$ cat src/rtl/sample_frame_receiver.sv
// Commands a remote UART sender to start/stop streaming and assembles 3-byte
// LSB-first frames into 24-bit samples. Optional inter-byte timeout: FRAME_TIMEOUT_EN.
module sample_frame_receiver #(
    parameter logic [7:0]  CMD_START      = 8'h00,
    parameter logic [7:0]  CMD_STOP       = 8'h01,
    parameter logic [15:0] TIMEOUT_CYCLES = 16'd2000
) (
    input  logic        clk,
    input  logic        reset,
    input  logic        start,
    input  logic        stop,
    input  logic        tx_busy,
    output logic        tx_send,
    output logic [7:0]  tx_data,
    input  logic        rx_ready,
    input  logic [7:0]  rx_data,
    output logic [23:0] sample,
    output logic        sample_valid,
    output logic        timeout_err,
    output logic        streaming
);

    typedef enum logic [2:0] {
        IDLE       = 3'd0,
        SEND_START = 3'd1,
        RX_B0      = 3'd2,
        RX_B1      = 3'd3,
        RX_B2      = 3'd4,
        SEND_STOP  = 3'd5
    } state_t;

    state_t      state_q, state_d;
    logic [7:0]  byte0_q, byte0_d;
    logic [7:0]  byte1_q, byte1_d;
    logic [23:0] sample_q, sample_d;
    logic        sample_valid_q, sample_valid_d;
    logic [7:0]  tx_data_q, tx_data_d;
    logic [7:0]  tx_out;
    logic        tx_send_c;
    logic        timeout_hit;
    logic        in_gap;

    // Only the gaps between bytes of a started frame are timed.
    assign in_gap = (state_q == RX_B1) || (state_q == RX_B2);

    always_comb begin
        state_d        = state_q;
        byte0_d        = byte0_q;
        byte1_d        = byte1_q;
        sample_d       = sample_q;
        sample_valid_d = 1'b0;
        tx_data_d      = tx_data_q;
        tx_out         = tx_data_q;
        tx_send_c      = 1'b0;

        case (state_q)
            IDLE: begin
                if (start && !stop) begin
                    state_d = SEND_START;
                end
            end
            SEND_START: begin
                tx_out = CMD_START;
                if (!tx_busy) begin
                    tx_send_c = 1'b1;
                    tx_data_d = CMD_START;
                    state_d   = RX_B0;
                end
            end
            RX_B0: begin
                if (stop) begin
                    state_d = SEND_STOP;
                end else if (rx_ready) begin
                    byte0_d = rx_data;
                    state_d = RX_B1;
                end
            end
            RX_B1: begin
                if (stop) begin
                    state_d = SEND_STOP;
                end else if (rx_ready) begin
                    byte1_d = rx_data;
                    state_d = RX_B2;
                end else if (timeout_hit) begin
                    state_d = RX_B0;
                end
            end
            RX_B2: begin
                if (stop) begin
                    state_d = SEND_STOP;
                end else if (rx_ready) begin
                    sample_d       = {rx_data, byte1_q, byte0_q};
                    sample_valid_d = 1'b1;
                    state_d        = RX_B0;
                end else if (timeout_hit) begin
                    state_d = RX_B0;
                end
            end
            SEND_STOP: begin
                tx_out = CMD_STOP;
                if (!tx_busy) begin
                    tx_send_c = 1'b1;
                    tx_data_d = CMD_STOP;
                    state_d   = IDLE;
                end
            end
            default: begin
                state_d = IDLE;
            end
        endcase
    end

    always_ff @(posedge clk) begin
        if (reset) begin
            state_q        <= IDLE;
            byte0_q        <= 8'h00;
            byte1_q        <= 8'h00;
            sample_q       <= 24'h000000;
            sample_valid_q <= 1'b0;
            tx_data_q      <= 8'h00;
        end else begin
            state_q        <= state_d;
            byte0_q        <= byte0_d;
            byte1_q        <= byte1_d;
            sample_q       <= sample_d;
            sample_valid_q <= sample_valid_d;
            tx_data_q      <= tx_data_d;
        end
    end

`ifdef FRAME_TIMEOUT_EN
    logic [15:0] cnt_q, cnt_d;
    logic        timeout_err_q;

    assign timeout_hit = in_gap && (cnt_q >= TIMEOUT_CYCLES);

    always_comb begin
        cnt_d = cnt_q;
        if ((state_d != state_q) || rx_ready) begin
            cnt_d = 16'h0000;
        end else if (in_gap && (cnt_q != 16'hFFFF)) begin
            cnt_d = cnt_q + 16'h0001;
        end
    end

    always_ff @(posedge clk) begin
        if (reset) begin
            cnt_q         <= 16'h0000;
            timeout_err_q <= 1'b0;
        end else begin
            cnt_q         <= cnt_d;
            // A byte or a stop arriving in the expiry cycle takes priority.
            timeout_err_q <= timeout_hit && !rx_ready && !stop;
        end
    end

    assign timeout_err = timeout_err_q;
`else
    assign timeout_hit = 1'b0;
    assign timeout_err = 1'b0;
`endif

    assign tx_send      = tx_send_c && !reset;
    assign tx_data      = tx_out;
    assign sample       = sample_q;
    assign sample_valid = sample_valid_q;
    assign streaming    = (state_q == SEND_START) || (state_q == RX_B0) || in_gap;

endmodule

$ cat config.mk
export PLATFORM = sky130hd
export DESIGN_NAME = sample_frame_receiver
export DESIGN_NICKNAME = d
export VERILOG_FILES = /design/src/rtl/sample_frame_receiver.sv
export SDC_FILE = /design/constraint.sdc
export NUM_CORES = 1
export LEC_CHECK = 0
export ABC_AREA = 1
export CORE_ASPECT_RATIO = 2
export CORE_MARGIN = 8
export CORE_UTILIZATION = 47
export DETAILED_ROUTE_END_ITERATION = 12
export HOLD_SLACK_MARGIN = 0.08
export PLACE_DENSITY = 0.75
export SLEW_MARGIN = 30
export SYNTH_ARGS = -nofsm -noshare
export SYNTH_HDL_FRONTEND = slang
export SYNTH_SLANG_ARGS = --single-unit
export TNS_END_PERCENT = 10
$ cat constraint.sdc
create_clock -name clk -period 1.3 [get_ports clk]
set_clock_uncertainty 0.05 [all_clocks]
set_input_delay 0.26 -clock clk [delete_from_list [all_inputs] [get_ports clk]]
set_output_delay 0.26 -clock clk [all_outputs]
set_load 0.005 [all_outputs]
==> results <==
through the flow:
stage	worst slack (ps)	setup TNS, ps	hold WS (ps)
floorplan	89.0	0	282
global placement	-452	-12490	408
detailed placement	-456	-13330	419
CTS	-253	-5080	433
global route	-333	-8370	465
finish	-274	-5200	438
repair_timing:
item	4_1_cts	5_1_grt
pin swaps	8	2
setup buffers	11	0
resized for setup	68	6
setup endpoints to repair	72	48
path summary, 6_finish.rpt:
check	from	to	slack [ps]	cells after the start
worst max-delay path	state_q[0]$_SDFFE_PP0P_	streaming	-270	6
worst min-delay path	byte0_q[3]$_SDFFE_PP0P_	sample[3]$_SDFFE_PP0P_	440	2
worst max register to register	state_q[0]$_SDFFE_PP0P_	tx_data_q[0]$_SDFFE_PP0P_	-240	12
worst min register to register	byte0_q[3]$_SDFFE_PP0P_	sample[3]$_SDFFE_PP0P_	440	2
critical path: cells and delay by family (launching register included):
| kind | cells | cell delay [ps] |
|---|---|---|
| simple gates | 2 | 160 |
| buf+inv | 3 | 370 |
| compound gates | 1 | 90 |
| flops | 1 | 340 |
report_power, final:
group / switching [mW] / internal (mW) / total (mW)
clock: 0.489 / 0.381 / 0.870
sequential: 0.139 / 1.55 / 1.69
combinational: 0.703 / 0.718 / 1.42
cells by family after synthesis:
group | share of synthesized area (%)
AOI/OAI and AO/OA | 12.8
buffers and inverters | 8.84
DFF | 48.6
other | 0.202
and+or+nand+nor | 29.6
final cells by class:
| type | instances | area [um^2] |
|---|---|---|
| clock buffer | 5 | 68.8 |
| clock inverter | 3 | 21.3 |
| fill | 325 | 1160 |
| inverter | 11 | 43.8 |
| multi-input combinational | 172 | 858 |
| sequential | 45 | 910 |
| tap | 51 | 63.8 |
| timing repair buffer | 74 | 673 |
Yosys cell counts:
master    count
nor2_1       73
dfxtp_1      45
o21ai_0      32
nor2_2       21
nand2_1      14
o21ai_1      10
buf_4         8
inv_2         6
a21oi_1       4
buf_6         4
clkbuf_1      4
inv_1         4
nand3_1       3
nor2_4        3
conb_1        1
inv_4         1
nand2_4       1
nor2_8        1
nor3_2        1
o211ai_1      1
registers in the layout, summed over array words and instances (netlist names):
name and flops:
byte0_q 8, byte1_q 8, sample 24, sample_valid 1, state_q 3, tx_data_q 1
routing by layer:
layer  vias to the layer above  global-route usage (%)  part of all wire (%)
li1                        876                       -                     -
met1                       774                    15.8                    41
met2                        36                    27.7                    53
met3                         6                    3.44                   3.9
met4                         0                    8.24                   2.0
met5                         -                       0                     0
==> results.json <==
{
  "routedWlPerCell_um": 12.8,
  "clk_latency_ps": 300,
  "period_needed_ps": 1570,
  "drc": 0,
  "syn-cell-area_um2": 1850,
  "hpwlAfterDp_mm": 3.25,
  "ys_warn_count": 0,
  "cpPeakStageDelay_ps": 340,
  "finalCritPeriodShare_pct": 121,
  "cp.arrival_ps": 1260,
  "required_ps": 990,
  "crit_path_cell_trace": "buf_6 > buf_6 > nor2_4 > nand2_4 > o211ai_1 > buf_2",
  "hold_viol": 0,
  "utilization_pct": 69.4,
  "synth_seq_cells": 45,
  "cts_tree": "yes",
  "grt_pass1_vias": 1750,
  "track_usage_pct": 15.6,
  "cellLeakagePower_nw": 1.35,
  "root_buffer": "clkbuf_8",
  "final_cells": 361,
  "hp-class": "register to register",
  "chipWidth_um": 60.4,
  "ant_nets": 0,
  "layout_common_cells": "nor2_1, dfxtp_1, buf_4",
  "yosysTopAreaCellShare_pct": 48.6,
  "vias": 1692,
  "start_util_pct": 48.7,
  "cp-end-kind": "output pin",
  "drt-initial-drc-count": 22,
  "total_power_mw": 3.98,
  "ir_drop_v": 0.00147,
  "die_h_um": 105,
  "ctsHoldBuffers": 0,
  "route.detailed.vias_per_inst": 4.69,
  "crit_slowest_cell": "dfxtp_2",
  "syn_to_final_growth_pct": 42.3,
  "grt_overflow_total": 0,
  "slew_viol_final": 0,
  "placed_cell_area_um2": 2450,
  "cp-start-kind": "register",
  "htree_levels": 2,
  "nets": 323,
  "ys_seq_area_share_pct": 48.6,
  "syn_avg_cell_area_um2": 7.82,
  "violations": "setup timing",
  "place_congestion": 0.844,
  "final_common_cell": "nor2_1",
  "fin_ws_ps": -274,
  "clk_pin_slew_worst_paths_ps": 90,
  "io_pins": 50,
  "fmax_mhz": 635,
  "finalSetupViolations": 33,
  "diodes": 0,
  "dp_cells": 342,
  "dr.pass1.iters": 4,
  "rows": 32,
  "path_class": "register to output pin",
  "drive_above_1_share_pct": 29.7,
  "totalWireLength_mm": 4.62,
  "synth.largest_area_cell": "dfxtp_1",
  "cts-buffers-inserted": 5,
  "critPathMaxFanout": 2,
  "status": "complete, but fails checks",
  "cts_buffer_depth": 2,
  "rsz0062_at_grt": "yes",
  "grt_max_degree": 44,
  "grt_first_pass_wirelength_mm": 7.76,
  "max-cap-violations": 0,
  "antenna_found_initial": 0,
  "cp_common_cell": "buf_6",
  "port_buffers": 41,
  "design.die.area_um2": 6330,
  "stdcell_area_um2": 2640,
  "cts.sinks": 45,
  "power_density_nw_per_um2": 1510,
  "yosys-top-cells-area": "dfxtp_1, nor2_1, o21ai_0, nor2_2, buf_4",
  "ys_types": 20,
  "synthCells": 237,
  "core_area_um2": 3800
}
Power figures use the tool's default switching activity.
==> patch 1: new RTL, same settings <==
The option `FRAME_TIMEOUT_EN` is turned on by a define.
--- a/src/rtl/sample_frame_receiver.sv
+++ b/src/rtl/sample_frame_receiver.sv
@@ -1,5 +1,7 @@
 // Commands a remote UART sender to start/stop streaming and assembles 3-byte
 // LSB-first frames into 24-bit samples. Optional inter-byte timeout: FRAME_TIMEOUT_EN.
+`define FRAME_TIMEOUT_EN
+
 module sample_frame_receiver #(
     parameter logic [7:0]  CMD_START      = 8'h00,
     parameter logic [7:0]  CMD_STOP       = 8'h01,
Formal check against the unedited RTL: same outputs for any inputs over 10 cycles, from zero or initial values and one cycle with reset high; that may be too few to reach the edited logic, so the function may still have changed.
==> patch 1 against the unedited design <==
  * Synthesized area is 61% higher
  * Design area grew 74%
  * Power is 18% higher
  * Routed wire length grew 100%
  * Sequential power grew 14%
  * Critical path depth up 4
  * Hold slack lost 0.027 ns
  * Setup slack lost 0.11 ns
  * Utilization grew 4.7 points
  * The flow still finishes with violations (negative setup slack)
  * Sequential cell count up 17
  * Register-to-register slack got worse by 0.14 ns
  * Non-clock buffer count increased by 49
==> patch 1: results (changes against the unedited design) <==
[metrics] number of register bits inferred by synthesis: 62 (was 45)
[metrics] Syn Area/Cell: 7.25 um2 (was 7.82 um2)
[metrics] average wire per cell in the routed design: 15.1 um (was 12.8 um)
[metrics] violations in the final reports: negative setup slack (unchanged)
[metrics] fraction of area in registers: 0.276 (was 0.345)
[metrics] area of all placed cells without fillers: 0.00460 mm2 (was 0.00264 mm2)
[metrics] worst hold slack across all endpoints: 0.411 ns (was 0.438 ns)
[metrics] pin count of the biggest net entering global routing: 34 (was 44)
[metrics] share of synthesized cell area in full adder, half adder and majority cells: 0.00838 (was 0)
[metrics] Crit Reg-Reg Startpoint: state_q[2] (was state_q[0])
[metrics] fraction of final layout cells with drive strength greater than 1: 0.375 (was 0.297)
[metrics] Synth Area in Compound Gates: 0.125 (was 0.128)
[metrics] routed wire length: 9440 um (was 4620 um)
[metrics] global-route wire length before repair: 14400 um (was 7760 um)
[metrics] number of nets in the final layout: 549 (was 323)
[metrics] buffer count excluding the clock tree in the final layout: 123 (was 74)
[metrics] Vias per Instance: 5.14 (was 4.69)
[metrics] Post-Synth XOR/XNOR Area: 0.0293 (was 0)
[metrics] relative contribution of sequential cells to total power: 0.410 (was 0.424)
[metrics] Clock transition at path regs: 0.06 ns (was 0.09 ns)
[metrics] status: complete, but fails checks (unchanged)
[metrics] DP Wirelength: 5280 um (was 3250 um)
[metrics] final setup violating endpoints: 63 (was 33)
[metrics] Final WS setup: -0.382 ns (was -0.274 ns)
[metrics] worst setup slack after placement: -0.685 ns (was -0.456 ns)
[metrics] Commonest cells post-synth: nand2_1 (130), dfxtp_1 (62), a21oi_1 (48) (was nor2_1 (73), dfxtp_1 (45), o21ai_0 (32))
[metrics] clock buffers created by TritonCTS: 9 (was 5)
[metrics] PortBufs: 42 (was 41)
[metrics] dpl cells: 594 (was 342)
[metrics] share of synthesized area occupied by flip-flops and latches: 0.416 (was 0.486)
[metrics] total negative setup slack: -16.46 ns (was -5.20 ns)
[metrics] library cells used by synthesis: 32 (was 20)
[metrics] filler cell count in the final layout: 452 (was 325)
[metrics] endpoint arrival time on the critical path: 1.85 ns (was 1.26 ns)
patch 1: cell count changes in the layout (fill, tap and decap cells not counted), sizes merged, moves of 8 or more:
cell   delta
a21oi    +44
o21ai    -27
buf      +47
dfxtp    +17
nor3     +21
nand2   +120
inv      +32
xor2      +8
nor2     -65
nand3    +14
patch 1: critical path, cell delays in order (launching register included):
cell,delay [ns]
dfxtp_4,0.38
nor2_4,0.18
inv_2,0.06
nor2_4,0.12
buf_4,0.14
buf_4,0.10
inv_1,0.04
nor2_2,0.11
inv_1,0.16
nand2_1,0.15
a21oi_1,0.08
patch 1: per-layer routing:
metal | track usage | routed length [um]
met5 | 0 | 0
met4 | 0.0945 | 323
met3 | 0.0592 | 538
met2 | 0.306 | 4630
met1 | 0.229 | 3950
patch 1: repair_timing:
action	4_1_cts	5_1_grt
gates cloned	1	1
resized for setup	93	38
setup buffers	10	2
endpoints found under the setup margin	88	64
pin swaps	27	14
hold buffers	0	0
==> patch 2: new RTL, same settings <==
Made on the original files. Take the reset off `sample_q` and load it in a clocked block of its own.
--- a/src/rtl/sample_frame_receiver.sv
+++ b/src/rtl/sample_frame_receiver.sv
@@ -115,17 +115,19 @@
             state_q        <= IDLE;
             byte0_q        <= 8'h00;
             byte1_q        <= 8'h00;
-            sample_q       <= 24'h000000;
             sample_valid_q <= 1'b0;
             tx_data_q      <= 8'h00;
         end else begin
             state_q        <= state_d;
             byte0_q        <= byte0_d;
             byte1_q        <= byte1_d;
-            sample_q       <= sample_d;
             sample_valid_q <= sample_valid_d;
             tx_data_q      <= tx_data_d;
         end
+    end
+
+    always_ff @(posedge clk) begin
+        sample_q <= sample_d;
     end
 
 `ifdef FRAME_TIMEOUT_EN
Behaviour: differs if reset is asserted again (counterexample within 10 cycles, from zero or initial values and one cycle with reset high); with reset held inactive, the same outputs for 10 cycles.
==> patch 2 against the unedited design <==
  * The flow still finishes with violations (negative setup slack)
  * Sequential cell count stayed put
  * Synthesized area is 6.1% lower
  * Critical path depth stayed put
  * Power is 3.5% lower
  * Register-to-register slack better by 0.04 ns
  * Design area is 1.9% lower
  * Routed wire length is 2.6% higher
  * Critical path type unchanged
  * Largest cell class unchanged
  * Setup slack better by 0.056 ns
==> patch 2: results (changes against the unedited design) <==
[metrics] Post-Place Cell Area: 0.00234 mm2 (was 0.00245 mm2)
[metrics] violations in the final reports: negative setup slack (unchanged)
[metrics] number of cells traversed by the worst register-to-register path: 8 (was 12)
[metrics] worst setup slack after placement: -0.503 ns (was -0.456 ns)
[metrics] Reg2Reg Capture Point: byte0_q[6] (was tx_data_q[0])
[metrics] fraction of final layout cells with drive strength greater than 1: 0.316 (was 0.297)
[metrics] final setup violating endpoints: 46 (was 33)
[metrics] flop2flop setup slack: -0.20 ns (was -0.24 ns)
[metrics] largest fanout on the critical path: 3 (was 2)
[metrics] DP Wirelength: 3170 um (was 3250 um)
[metrics] Mapped Cells: 166 (was 237)
[metrics] power of the clock network: 1.01 mW (was 0.870 mW)
[metrics] filler cell count in the final layout: 269 (was 325)
[metrics] Final WS setup: -0.219 ns (was -0.274 ns)
[metrics] synth top area cells: edfxtp_1 (41%), dfxtp_1 (24%), nor2_1 (8.2%), o21ai_0 (4.9%), buf_4 (3.5%) (was dfxtp_1 (49%), nor2_1 (15%), o21ai_0 (8.6%), nor2_2 (7.1%), buf_4 (3.2%))
[metrics] number of DRC markers after the initial detailed-route iteration: 61 (was 22)
[metrics] FF/Latch Area: 0.00115 mm2 (was 910 um2)
[metrics] total negative setup slack: -5.80 ns (was -5.20 ns)
[metrics] Synth Area in Compound Gates: 0.0654 (was 0.128)
[metrics] cell depth of the worst min-delay path: 0 (was 2)
[metrics] share of synthesized area occupied by flip-flops and latches: 0.656 (was 0.486)
[metrics] Commonest cells post-synth: nor2_1 (38), edfxtp_1 (24), dfxtp_1 (21) (was nor2_1 (73), dfxtp_1 (45), o21ai_0 (32))
[metrics] average wire per cell in the routed design: 16.6 um (was 12.8 um)
[metrics] routed wire length: 4740 um (was 4620 um)
[metrics] library cells used by synthesis: 22 (was 20)
[metrics] status: complete, but fails checks (unchanged)
[metrics] power dissipated by switching net loads: 1.16 mW (was 1.33 mW)
==> patch 2: changes by cell type in the layout (fill, tap and decap cells not counted), sizes merged, moves of 2 or more <==
cell    delta
a21oi      -3
buf        -7
dfxtp     -24
edfxtp    +24
inv        -2
nand2      +2
nand3      +7
nor2      -52
o21ai     -23
==> patch 2: what timing repair did <==
item,4_1_cts,5_1_grt
pin swaps,11,11
endpoints found under the setup margin,71,46
resized for setup,67,17
setup buffers,4,3
==> patch 2: worst max-delay path, cell delays in order (launching register included) <==
cell and delay [ns]:
dfxtp_2 0.36, buf_6 0.14, nand2_4 0.05, nor2_4 0.10
inv_2 0.06, nand4_1 0.08, buf_2 0.12
==> patch 2: cell type report <==
cell class,instances,share of cell area
inverters,11,0.0184
flip-flops and latches,45,0.444
clock inverters,2,0.0135
clock buffers,6,0.0280
multi-input cells,106,0.233
well taps,49,0.0237
repair buffers,67,0.239
